### config.mk
export PLATFORM = sky130hd
export DESIGN_NAME = adc_multi_parser
export DESIGN_NICKNAME = d
export VERILOG_FILES = /design/src/rtl/adc_pkg.sv /design/src/rtl/adc_lane_shift.sv /design/src/rtl/adc_multi_parser.sv
export SDC_FILE = /design/constraint.sdc
export NUM_CORES = 1
export LEC_CHECK = 0
export BUFFER_PORTS_ARGS = -buffer_cell sky130_fd_sc_hd__clkbuf_2
export CAP_MARGIN = 20
export CORE_UTILIZATION = 42
export CTS_BUF_LIST = sky130_fd_sc_hd__clkbuf_4 sky130_fd_sc_hd__clkbuf_8 sky130_fd_sc_hd__clkbuf_16
export DETAILED_ROUTE_END_ITERATION = 8
export GPL_ROUTABILITY_DRIVEN = 0
export HOLD_SLACK_MARGIN = 0.15
export PLACE_DENSITY = 0.6
export SLEW_MARGIN = 15
export SYNTH_ARGS = -nofsm -noshare
export SYNTH_HDL_FRONTEND = slang
export SYNTH_SLANG_ARGS = --single-unit
### constraint.sdc
create_clock -name clk -period 2.95 [get_ports clk]
set_input_delay 0.295 -clock clk [delete_from_list [all_inputs] [get_ports clk]]
set_output_delay 0.295 -clock clk [all_outputs]
set_load 0.05 [all_outputs]
### src/rtl/adc_pkg.sv
// ============================================================================
// Module   : adc_pkg
// Brief    : Shared constants and lane-slice helper for the ADC deserializer.
// Revision : 1.0 - initial multi-lane release
// ============================================================================
`default_nettype none

package adc_pkg;

    localparam int ADC_DATA_W = 15;
    localparam int ADC_NUM_CH = 4;

    // Lane k occupies [lane_lsb(k) +: data_w] of the packed output word.
    function automatic int lane_lsb(input int lane, input int data_w);
        return lane * data_w;
    endfunction

endpackage

`default_nettype wire

### src/rtl/adc_lane_shift.sv
// ============================================================================
// Module   : adc_lane_shift
// Brief    : One serial lane shift register; word shows the value including
//            the bit being shifted in this cycle.
// Revision : 1.0 - initial multi-lane release
// ============================================================================
`default_nettype none

module adc_lane_shift #(
    parameter int DATA_W    = 15,
    parameter bit MSB_FIRST = 1'b1
) (
    input  logic              clk,
    input  logic              rst,
    input  logic              shift_en,
    input  logic              clr,
    input  logic              bit_in,
    output logic [DATA_W-1:0] word
);

    logic [DATA_W-1:0] r_sr;
    logic [DATA_W-1:0] w_base;
    logic [DATA_W-1:0] w_next;

    // A frame restart drops the stale partial word before the new bit lands.
    always_comb begin
        w_base = clr ? '0 : r_sr;
        if (MSB_FIRST) begin
            w_next = {w_base[DATA_W-2:0], bit_in};
        end else begin
            w_next = {bit_in, w_base[DATA_W-1:1]};
        end
    end

    always_ff @(posedge clk) begin
        if (rst) begin
            r_sr <= '0;
        end else if (shift_en) begin
            r_sr <= w_next;
        end else if (clr) begin
            r_sr <= '0;
        end
    end

    assign word = w_next;

endmodule

`default_nettype wire

### src/rtl/adc_multi_parser.sv
// ============================================================================
// Module   : adc_multi_parser
// Brief    : NUM_CH-lane serial ADC deserializer with frame realignment and a
//            valid/ready output register with overflow and frame-error flags.
// Revision : 1.0 - initial multi-lane release
// ============================================================================
`default_nettype none

module adc_multi_parser
    import adc_pkg::*;
#(
    parameter int NUM_CH    = ADC_NUM_CH,
    parameter int DATA_W    = ADC_DATA_W,
    parameter int MSB_FIRST = 1,
    parameter int USE_FRAME = 1
) (
    input  logic                     clk,
    input  logic                     rst,
    input  logic                     valid_i,
    input  logic [NUM_CH-1:0]        bits_i,
    input  logic                     frame_i,
    input  logic                     ready_i,
    output logic                     valid_o,
    output logic [NUM_CH*DATA_W-1:0] data_o,
    output logic                     frame_err_o,
    output logic                     overflow_o,
    output logic [15:0]              word_cnt_o
);

    localparam int                 c_cnt_w = $clog2(DATA_W);
    localparam logic [c_cnt_w-1:0] c_last  = c_cnt_w'(DATA_W - 1);

    logic [c_cnt_w-1:0]       r_cnt;
    logic [c_cnt_w-1:0]       w_cnt_nxt;
    logic                     w_frame;
    logic                     w_complete;
    logic                     w_accept;
    logic                     w_ferr;
    logic [NUM_CH*DATA_W-1:0] w_words;

    logic                     r_valid;
    logic [NUM_CH*DATA_W-1:0] r_data;
    logic                     r_ferr;
    logic                     r_ovf;
    logic [15:0]              r_wcnt;

    assign w_frame    = (USE_FRAME != 0) && valid_i && frame_i;
    assign w_complete = valid_i && !w_frame && (r_cnt == c_last);
    assign w_accept   = r_valid && ready_i;
    assign w_ferr     = w_frame && (r_cnt != '0);

    generate
        for (genvar k = 0; k < NUM_CH; k++) begin : g_lane
            adc_lane_shift #(
                .DATA_W    (DATA_W),
                .MSB_FIRST (MSB_FIRST != 0)
            ) u_lane (
                .clk      (clk),
                .rst      (rst),
                .shift_en (valid_i),
                .clr      (w_frame),
                .bit_in   (bits_i[k]),
                .word     (w_words[lane_lsb(k, DATA_W) +: DATA_W])
            );
        end
    endgenerate

    // A frame strobe carries bit 0 itself, so counting resumes at 1.
    always_comb begin
        w_cnt_nxt = r_cnt;
        if (w_frame) begin
            w_cnt_nxt = c_cnt_w'(1);
        end else if (valid_i) begin
            w_cnt_nxt = (r_cnt == c_last) ? '0 : r_cnt + 1'b1;
        end
    end

    always_ff @(posedge clk) begin
        if (rst) begin
            r_cnt   <= '0;
            r_valid <= 1'b0;
            r_data  <= '0;
            r_ferr  <= 1'b0;
            r_ovf   <= 1'b0;
            r_wcnt  <= '0;
        end else begin
            r_cnt  <= w_cnt_nxt;
            r_ferr <= w_ferr;
            if (w_accept) begin
                r_wcnt <= r_wcnt + 16'd1;
            end
            // A new word may refill the register in the same cycle it drains.
            if (w_complete) begin
                if (r_valid && !ready_i) begin
                    r_ovf <= 1'b1;
                end else begin
                    r_data  <= w_words;
                    r_valid <= 1'b1;
                end
            end else if (w_accept) begin
                r_valid <= 1'b0;
            end
        end
    end

    assign valid_o     = r_valid;
    assign data_o      = r_data;
    assign frame_err_o = r_ferr;
    assign overflow_o  = r_ovf;
    assign word_cnt_o  = r_wcnt;

endmodule

`default_nettype wire

==> results.sh, run 1 <==
export IMPL_grt_pass1_wl_um=19200
export IMPL_internal_power_mw=3.34
export IMPL_die_area_sq_um=12400
export IMPL_synth_simple_area_share=0.219
export IMPL_vias=4265
export IMPL_rsz0062_at_grt="no"
export IMPL_ir_drop_mv=0.340
export IMPL_ys_seq_area_frac=0.554
export IMPL_detail_route_wl_per_cell_um=14.0
export IMPL_gr_usage_all_layers=0.191
export IMPL_synth_top_area_share=0.554
export IMPL_seq_power_share=0.451
export IMPL_core_sq_um=11500
export IMPL_clkPwrFrac=0.524
export IMPL_vias_per_cell=5.29
export IMPL_p_sw_uw=851
export IMPL_tns_ns=0
export IMPL_drt_pass1_iterations=7
export IMPL_finalCriticalPeriod_ns=1.95
export IMPL_min_path_type="input pin to flop"
export IMPL_grt_start_max_net_pins=82
export IMPL_drtIter0Drc=284
export IMPL_ys_ff_latch=139
export IMPL_synth_largest_area_cell="dfxtp_1"
export IMPL_critPathKind="flop to flop"
export IMPL_synth_nets=589
export IMPL_antenna_found_initial=0
export IMPL_maxSlewHeadroom=0.470
export IMPL_whs_ns=0.176
export IMPL_arrival_ns=2.29
export IMPL_fmax_mhz=513
export IMPL_end_kind="flop"
export IMPL_drive_gt1_frac=0.210
export IMPL_drv_slew=0
export IMPL_cp_required_ns=3.29
export IMPL_synthAdderAreaFrac=0.00249
export IMPL_initial_utilization=0.436
export IMPL_io_pins=88
export IMPL_cts_resized_gates=0
export IMPL_cts_tree="yes"
export IMPL_synth_compound_area_frac=0.156
export IMPL_path_clk_slew_ns=0.06
export IMPL_ant_nets=0
export IMPL_cts_buffers=17
export IMPL_syn_area_sq_um=5020
export IMPL_dp_cells=772
export IMPL_power_leakage_nw=2.34
export IMPL_instances_no_fill=806
export IMPL_critical_path_max_stage_delay_ns=0.55
export IMPL_overflow=0
export IMPL_failed_checks="DRC"
export IMPL_seq_area_sq_um=2780
export IMPL_root_buffer="clkbuf_16"
export IMPL_synthTopCellsByArea="dfxtp_1 55%, a21oi_1 7.3%, a22oi_1 7.2%"
export IMPL_wl_met2_um=5180
export IMPL_yosys_warnings=0
export IMPL_io_buffers=87
export IMPL_tightest_slew_ns=0.796
export IMPL_synthMuxAreaShare=0.00996
export IMPL_die_w_um=111
export IMPL_synth_cell_types=37
export IMPL_outcome="finished, violations left"
export IMPL_powerDensity_nw_per_um2=677
export IMPL_rows=39
export IMPL_crit_chain="nor3b_2 -> and3_2 -> buf_4 -> nand3_1 -> a21oi_1"
export IMPL_multiInputGateArea_sq_um=2060
export IMPL_combPwrFrac=0.025
export IMPL_synth_top_family_by_area="simple AND/OR/NAND/NOR gates"
export IMPL_crit_slowest_cell="and3_2"
export IMPL_drc=10
export IMPL_insertion_delay_ns=0.41
export IMPL_setup_viol=0
export IMPL_nNetsFinal=661
export IMPL_grt_pass1_vias=4057
export IMPL_diodes=0
export IMPL_cts_buffer_depth=2
export IMPL_wl_met3_um=525
export IMPL_met1Wirelength_um=5490
export IMPL_maxCapViolCount=0
export IMPL_top_layer="met4"
export IMPL_cts_htree_levels=4
export IMPL_finClkSkew_ns=0.00692
export IMPL_synth_xor_area_frac=0.0192
export IMPL_clock_sinks=139
export IMPL_p_sw_frac=0.203
export IMPL_avgSynthCellArea_sq_um=8.68
export IMPL_die_height_um=111
export IMPL_hold_viol=0
export IMPL_fin_crit_sh=0.661
export IMPL_fillers=1040
export IMPL_netlist_instances=579
export IMPL_worstSetupStartpointType="flop"
export IMPL_syn2layout_area_growth_pct=23.3
export IMPL_place_hpwl_um=7190
export IMPL_wl_um=11300
export IMPL_critPathMaxFanout=24
[Yosys cell counts]
cell type  count
inv_2          1
or4b_1         1
o21ai_0        3
nand4_4        1
and3_1         2
a211oi_1       1
dfxtp_1      139
xnor2_1        4
and4_1         2
buf_2         10
nor3_1         5
nor2_1        76
or3_1          2
nand3b_1       1
o31ai_1        1
a22oi_1       48
nor2b_1        1
o211ai_1       1
nand2b_1       1
inv_1          1
nor3b_2        1
nand4_1        4
or4_1          1
xor2_1         7
o41ai_1        1
nand3_1       63
ha_1           1
mux2i_1        5
and3_2         1
nor4_1         2
o21ba_2        1
and4_4         1
a21oi_1       73
clkbuf_1      38
and3b_1        1
and2_1         1
nand2_1       77
[worst max-delay path, delay by kind of cell (launching register included)]
kind	cells	cell delay [ns]
buf+inv	1	0.34
compound gates	1	0.17
flops	1	0.42
simple gates	3	0.94
[path summary, 6_finish.rpt]
check | startpoint | end | slack (ns) | cells after the start
worst max register to register | r_cnt[3] | data_o[19] | 1.0 | 5
worst min-delay path | bits_i[3] | flop | 0.18 | 3
worst min register to register | data_o[23] | data_o[23] | 0.45 | 2
worst max-delay path | r_cnt[3] | data_o[19] | 1.0 | 5
[flip-flops by register name, indices dropped and copies added, names as in the netlist, named ones only]
name	cells
data_o	60
g_lane.u_lane.r_sr	52
word_cnt_o	16
r_cnt	4
frame_err_o	1
overflow_o	1
valid_o	1
[per-layer routing]
| metal | up-vias | track usage |
|---|---|---|
| li1 | 2157 | - |
| met2 | 94 | 0.298 |
| met1 | 2008 | 0.255 |
| met5 | - | 0 |
| met3 | 6 | 0.0484 |
| met4 | 0 | 0.0703 |
[layout make-up]
class / count / area share
clock inverters: 12 / 0.0279
flip-flops and latches: 139 / 0.449
well taps: 143 / 0.0289
repair buffers: 101 / 0.0889
inverters: 2 / 0.00121
multi-input cells: 390 / 0.332
clock buffers: 19 / 0.0721
[power groups by stage]
stage	clock, mW	sequential [mW]	combinational, mW
6_report	2.20	1.89	0.105
5_1_grt	2.32	1.89	0.117
4_1_cts	2.24	1.89	0.106
3_5_place_dp	0	1.93	0.103
3_3_place_gp	0	1.93	0.102
2_1_floorplan	0	1.93	0.0738
[cells in the final DEF (no fill, tap or decap), types with 3 or more instances in the layout]
master and instances:
dfxtp_1 139, clkbuf_2 86, nand2_1 76, nor2_1 75, a21oi_1 73, nand3_1 62
a22oi_1 48, clkbuf_16 17, buf_4 12, xor2_1 7, nor3_1 5, mux2i_1 5
nand4_1 4, xnor2_1 4, bufinv_16 4, clkinv_2 4, o21ai_0 3, dlygate4sd3_1 3
[what timing repair did]
| item | CTS | global route |
|---|---|---|
| setup buffers | 0 | 0 |
| hold buffers | 3 | 0 |
| hold endpoints to repair | 4 | 0 |
[cell families (layout without fill, tap and decap cells)]
| family | Yosys count | count (layout) |
|---|---|---|
| AOI/OAI and AO/OA | 129 | 129 |
| xor gates and xnor gates | 11 | 11 |
| adders and majority gates | 1 | 1 |
| buffers and inverters | 50 | 134 |
| DFF | 139 | 139 |
| muxes | 5 | 5 |
| and+or+nand+nor | 244 | 244 |
[through the flow]
step	cell area, sq um	util	worst slack, ns	power (mW)
floorplan	5020	-	1.03	2.00
global placement	5550	0.482	0.850	2.03
detailed placement	5550	0.482	0.785	2.03
CTS	6200	0.538	0.997	4.24
global route	6200	0.538	0.835	4.33
finish	6200	0.538	0.999	4.20
No activity file was read; power rests on OpenSTA's default activity.
==> run 2, diff against run 1 <==
--- a/config.mk
+++ b/config.mk
@@ -5,6 +5,7 @@
 export SDC_FILE = /design/constraint.sdc
 export NUM_CORES = 1
 export LEC_CHECK = 0
+export ABC_AREA = 1
 export BUFFER_PORTS_ARGS = -buffer_cell sky130_fd_sc_hd__clkbuf_2
 export CAP_MARGIN = 20
 export CORE_UTILIZATION = 42
@@ -12,7 +13,7 @@
 export DETAILED_ROUTE_END_ITERATION = 8
 export GPL_ROUTABILITY_DRIVEN = 0
 export HOLD_SLACK_MARGIN = 0.15
-export PLACE_DENSITY = 0.6
+export PLACE_DENSITY = 0.59
 export SLEW_MARGIN = 15
 export SYNTH_ARGS = -nofsm -noshare
 export SYNTH_HDL_FRONTEND = slang
==> constraint.sdc (replaced) <==
create_clock -name clk -period 1.95 [get_ports clk]
set_input_delay 0.195 -clock clk [delete_from_list [all_inputs] [get_ports clk]]
set_output_delay 0.195 -clock clk [all_outputs]
set_load 0.05 [all_outputs]
==> run 2 against run 1 <==
The run now ends clean. Die area rose by 9.8%. First-iteration DRC count grew 42%. Register-to-register slack lost 0.62 ns. Sequential power up 51%. Critical path depth is 3 higher. Core utilization decreased by 1.2 points. Power increased by 50%. Final area up 8.0%. Cell count grew 25%. Global-route usage increased by 1.7 points. Clock skew shrank 0.0023 ns. Worst setup slack lost 0.62 ns. Critical endpoint is now data_o[29].
==> results.sh, run 2 <==
export IMPL_fmax_mhz=636
export IMPL_fin_area_sq_um=6690
export IMPL_min_to="r_cnt[0]"
export IMPL_dp_cells=970
export IMPL_cp_required_ns=2.30
export IMPL_diodes=0
export IMPL_critPathMaxFanout=36
export IMPL_drive_gt1_frac=0.162
export IMPL_power_leakage_nw=2.47
export IMPL_rr_worst_depth=6
export IMPL_cts_buffers=17
export IMPL_syn2layout_area_growth_pct=21.1
export IMPL_insertion_delay_ns=0.42
export IMPL_rows=41
export IMPL_cts_htree_levels=4
export IMPL_synthTopCellsByArea="dfxtp_1 50%, nand2_1 12%, a21oi_1 10%"
export IMPL_async_flop_share=0
export IMPL_hold_viol=0
export IMPL_maxCapViolCount=0
export IMPL_arrival_ns=1.92
export IMPL_tightest_slew_ns=0.622
export IMPL_synth_commonest_cells="170 x nand2_1, 139 x dfxtp_1, 113 x a21oi_1"
export IMPL_tns_ns=0
export IMPL_hp_start="frame_i"
export IMPL_synth_cell_types=27
export IMPL_wl_met3_um=617
export IMPL_die_area_sq_um=13600
export IMPL_finalCriticalPeriod_ns=1.57
export IMPL_drt_pass1_iterations=4
export IMPL_largest_reg_flops=60
export IMPL_outcome="finished, final reports clean"
export IMPL_detail_route_wl_per_cell_um=13.3
export IMPL_cts_buffer_depth=2
export IMPL_post_cts_repair_setup_buffers=0
export IMPL_io_buffers=87
export IMPL_drv_slew=0
export IMPL_hold_depth=4
export IMPL_wl_um=13300
export IMPL_min_path_type="input pin to flop"
export IMPL_core_sq_um=12700
export IMPL_maxSlewHeadroom=0.585
export IMPL_nNetsFinal=832
export IMPL_synth_ff_type="dfxtp_1"
export IMPL_synth_largest_area_cell="dfxtp_1"
export IMPL_initial_utilization=0.434
export IMPL_drc=0
export IMPL_synth_top_area_share=0.504
export IMPL_fin_crit_sh=0.807
export IMPL_die_height_um=117
export IMPL_cts_tree="yes"
export IMPL_whs_ns=0.220
export IMPL_grt_pass1_wl_um=22300
export IMPL_yosysMostFrequentCell="nand2_1"
export IMPL_power_mw=6.29
export IMPL_placed_cell_area_sq_um=6040
export IMPL_r2r_end="word_cnt_o[6]"
export IMPL_synth_edf_count=0
export IMPL_rrSetupSlack_ns=0.38
export IMPL_avgSynthCellArea_sq_um=7.33
export IMPL_path_clk_slew_ns=0.06
export IMPL_ir_drop_mv=0.690
export IMPL_syn_area_sq_um=5520
export IMPL_setup_viol=0
export IMPL_finClkSkew_ns=0.00462
export IMPL_layout_common_cells="170 x nand2_1, 139 x dfxtp_1, 113 x a21oi_1"
export IMPL_synth_nets=764
export IMPL_rsz0062_at_grt="no"
export IMPL_met1Wirelength_um=6620
export IMPL_place_hpwl_um=8100
export IMPL_vias=5057
export IMPL_top_layer="met4"
export IMPL_overflow=0
export IMPL_antenna_found_initial=0
export IMPL_root_buffer="clkbuf_16"
export IMPL_wl_met2_um=5890
export IMPL_netlist_instances=754
export IMPL_final_common_cell="nand2_1"
export IMPL_ys_ff_latch=139
export IMPL_die_w_um=117
export IMPL_gr_usage_all_layers=0.208
export IMPL_vias_per_cell=5.02
export IMPL_critPathKind="input pin to flop"
export IMPL_worstSetupStartpointType="input pin"
export IMPL_end_kind="flop"
export IMPL_ys_seq_area_frac=0.504
export IMPL_io_pins=88
export IMPL_fillers=1268
export IMPL_ant_nets=0
export IMPL_clock_sinks=139
export IMPL_r2r_start="word_cnt_o[1]"
export IMPL_grt_start_max_net_pins=107
export IMPL_instances_no_fill=1007
export IMPL_yosys_warnings=0
export IMPL_drtIter0Drc=404
export IMPL_cts_resized_gates=0
export IMPL_grt_pass1_vias=4725
export IMPL_powerDensity_nw_per_um2=941
## run 2: how the worst max path moves through the flow
stage,to,start,slack [ns]
6_report,data_o[29],ready_i,0.38
5_1_grt,word_cnt_o[14],word_cnt_o[1],0.08
4_1_cts,data_o[29],ready_i,0.38
3_5_place_dp,data_o[19],valid_i,0.40
3_3_place_gp,data_o[41],valid_i,0.44
2_1_floorplan,word_cnt_o[6],word_cnt_o[1],0.23
## run 2: critical path, cell delays in order
cell and delay (ns):
dlygate4sd3_1 0.55, clkbuf_2 0.12, nor2_1 0.19, clkinv_1 0.16, nand2_4 0.09, buf_4 0.35, nand2_1 0.11, a21oi_1 0.16
## run 2: routing by layer
layer  global-route usage  vias up
met2                0.331      120
li1                     -     2589
met5                    0        -
met4               0.0768        0
met1                0.271     2330
met3               0.0555       18
## run 2: metrics by stage
stage,utilization,setup slack (ns)
2_1_floorplan,-,0.233
3_3_place_gp,0.475,0.438
3_5_place_dp,0.475,0.402
4_1_cts,0.526,0.377
5_1_grt,0.526,0.0846
6_report,0.526,0.377
## run 2: layout make-up
| cell class | instances | area, sq um | area share |
|---|---|---|---|
| flip-flops and latches | 139 | 2780 | 0.416 |
| multi-input cells | 499 | 2260 | 0.338 |
| repair buffers | 102 | 601 | 0.0898 |
| clock buffers | 25 | 510 | 0.0763 |
| inverters | 63 | 236 | 0.0353 |
| well taps | 172 | 215 | 0.0322 |
| clock inverters | 7 | 87.6 | 0.0131 |
## run 2: report_power, final
part	switching (mW)	leakage [nW]	internal [mW]
registers	0.0100	1.12	2.85
logic	0.145	1.05	0.0468
clock network	1.17	0.301	2.06
## run 2: cell families (layout without fill, tap and decap cells)
family,count (synthesis),after routing,share of synthesized area
AO/OA/AOI/OAI,144,144,0.133
adder cells (fa/ha/maj),1,1,0.00226
buffers and inverters,116,197,0.0874
flip-flops,139,139,0.504
AND/OR/NAND/NOR,354,354,0.274
## run 2: repair_timing
| action | in CTS | in global routing |
|---|---|---|
| hold buffers | 5 | 0 |
| endpoints found under the setup margin | 0 | 0 |
| hold endpoints to repair | 9 | 0 |
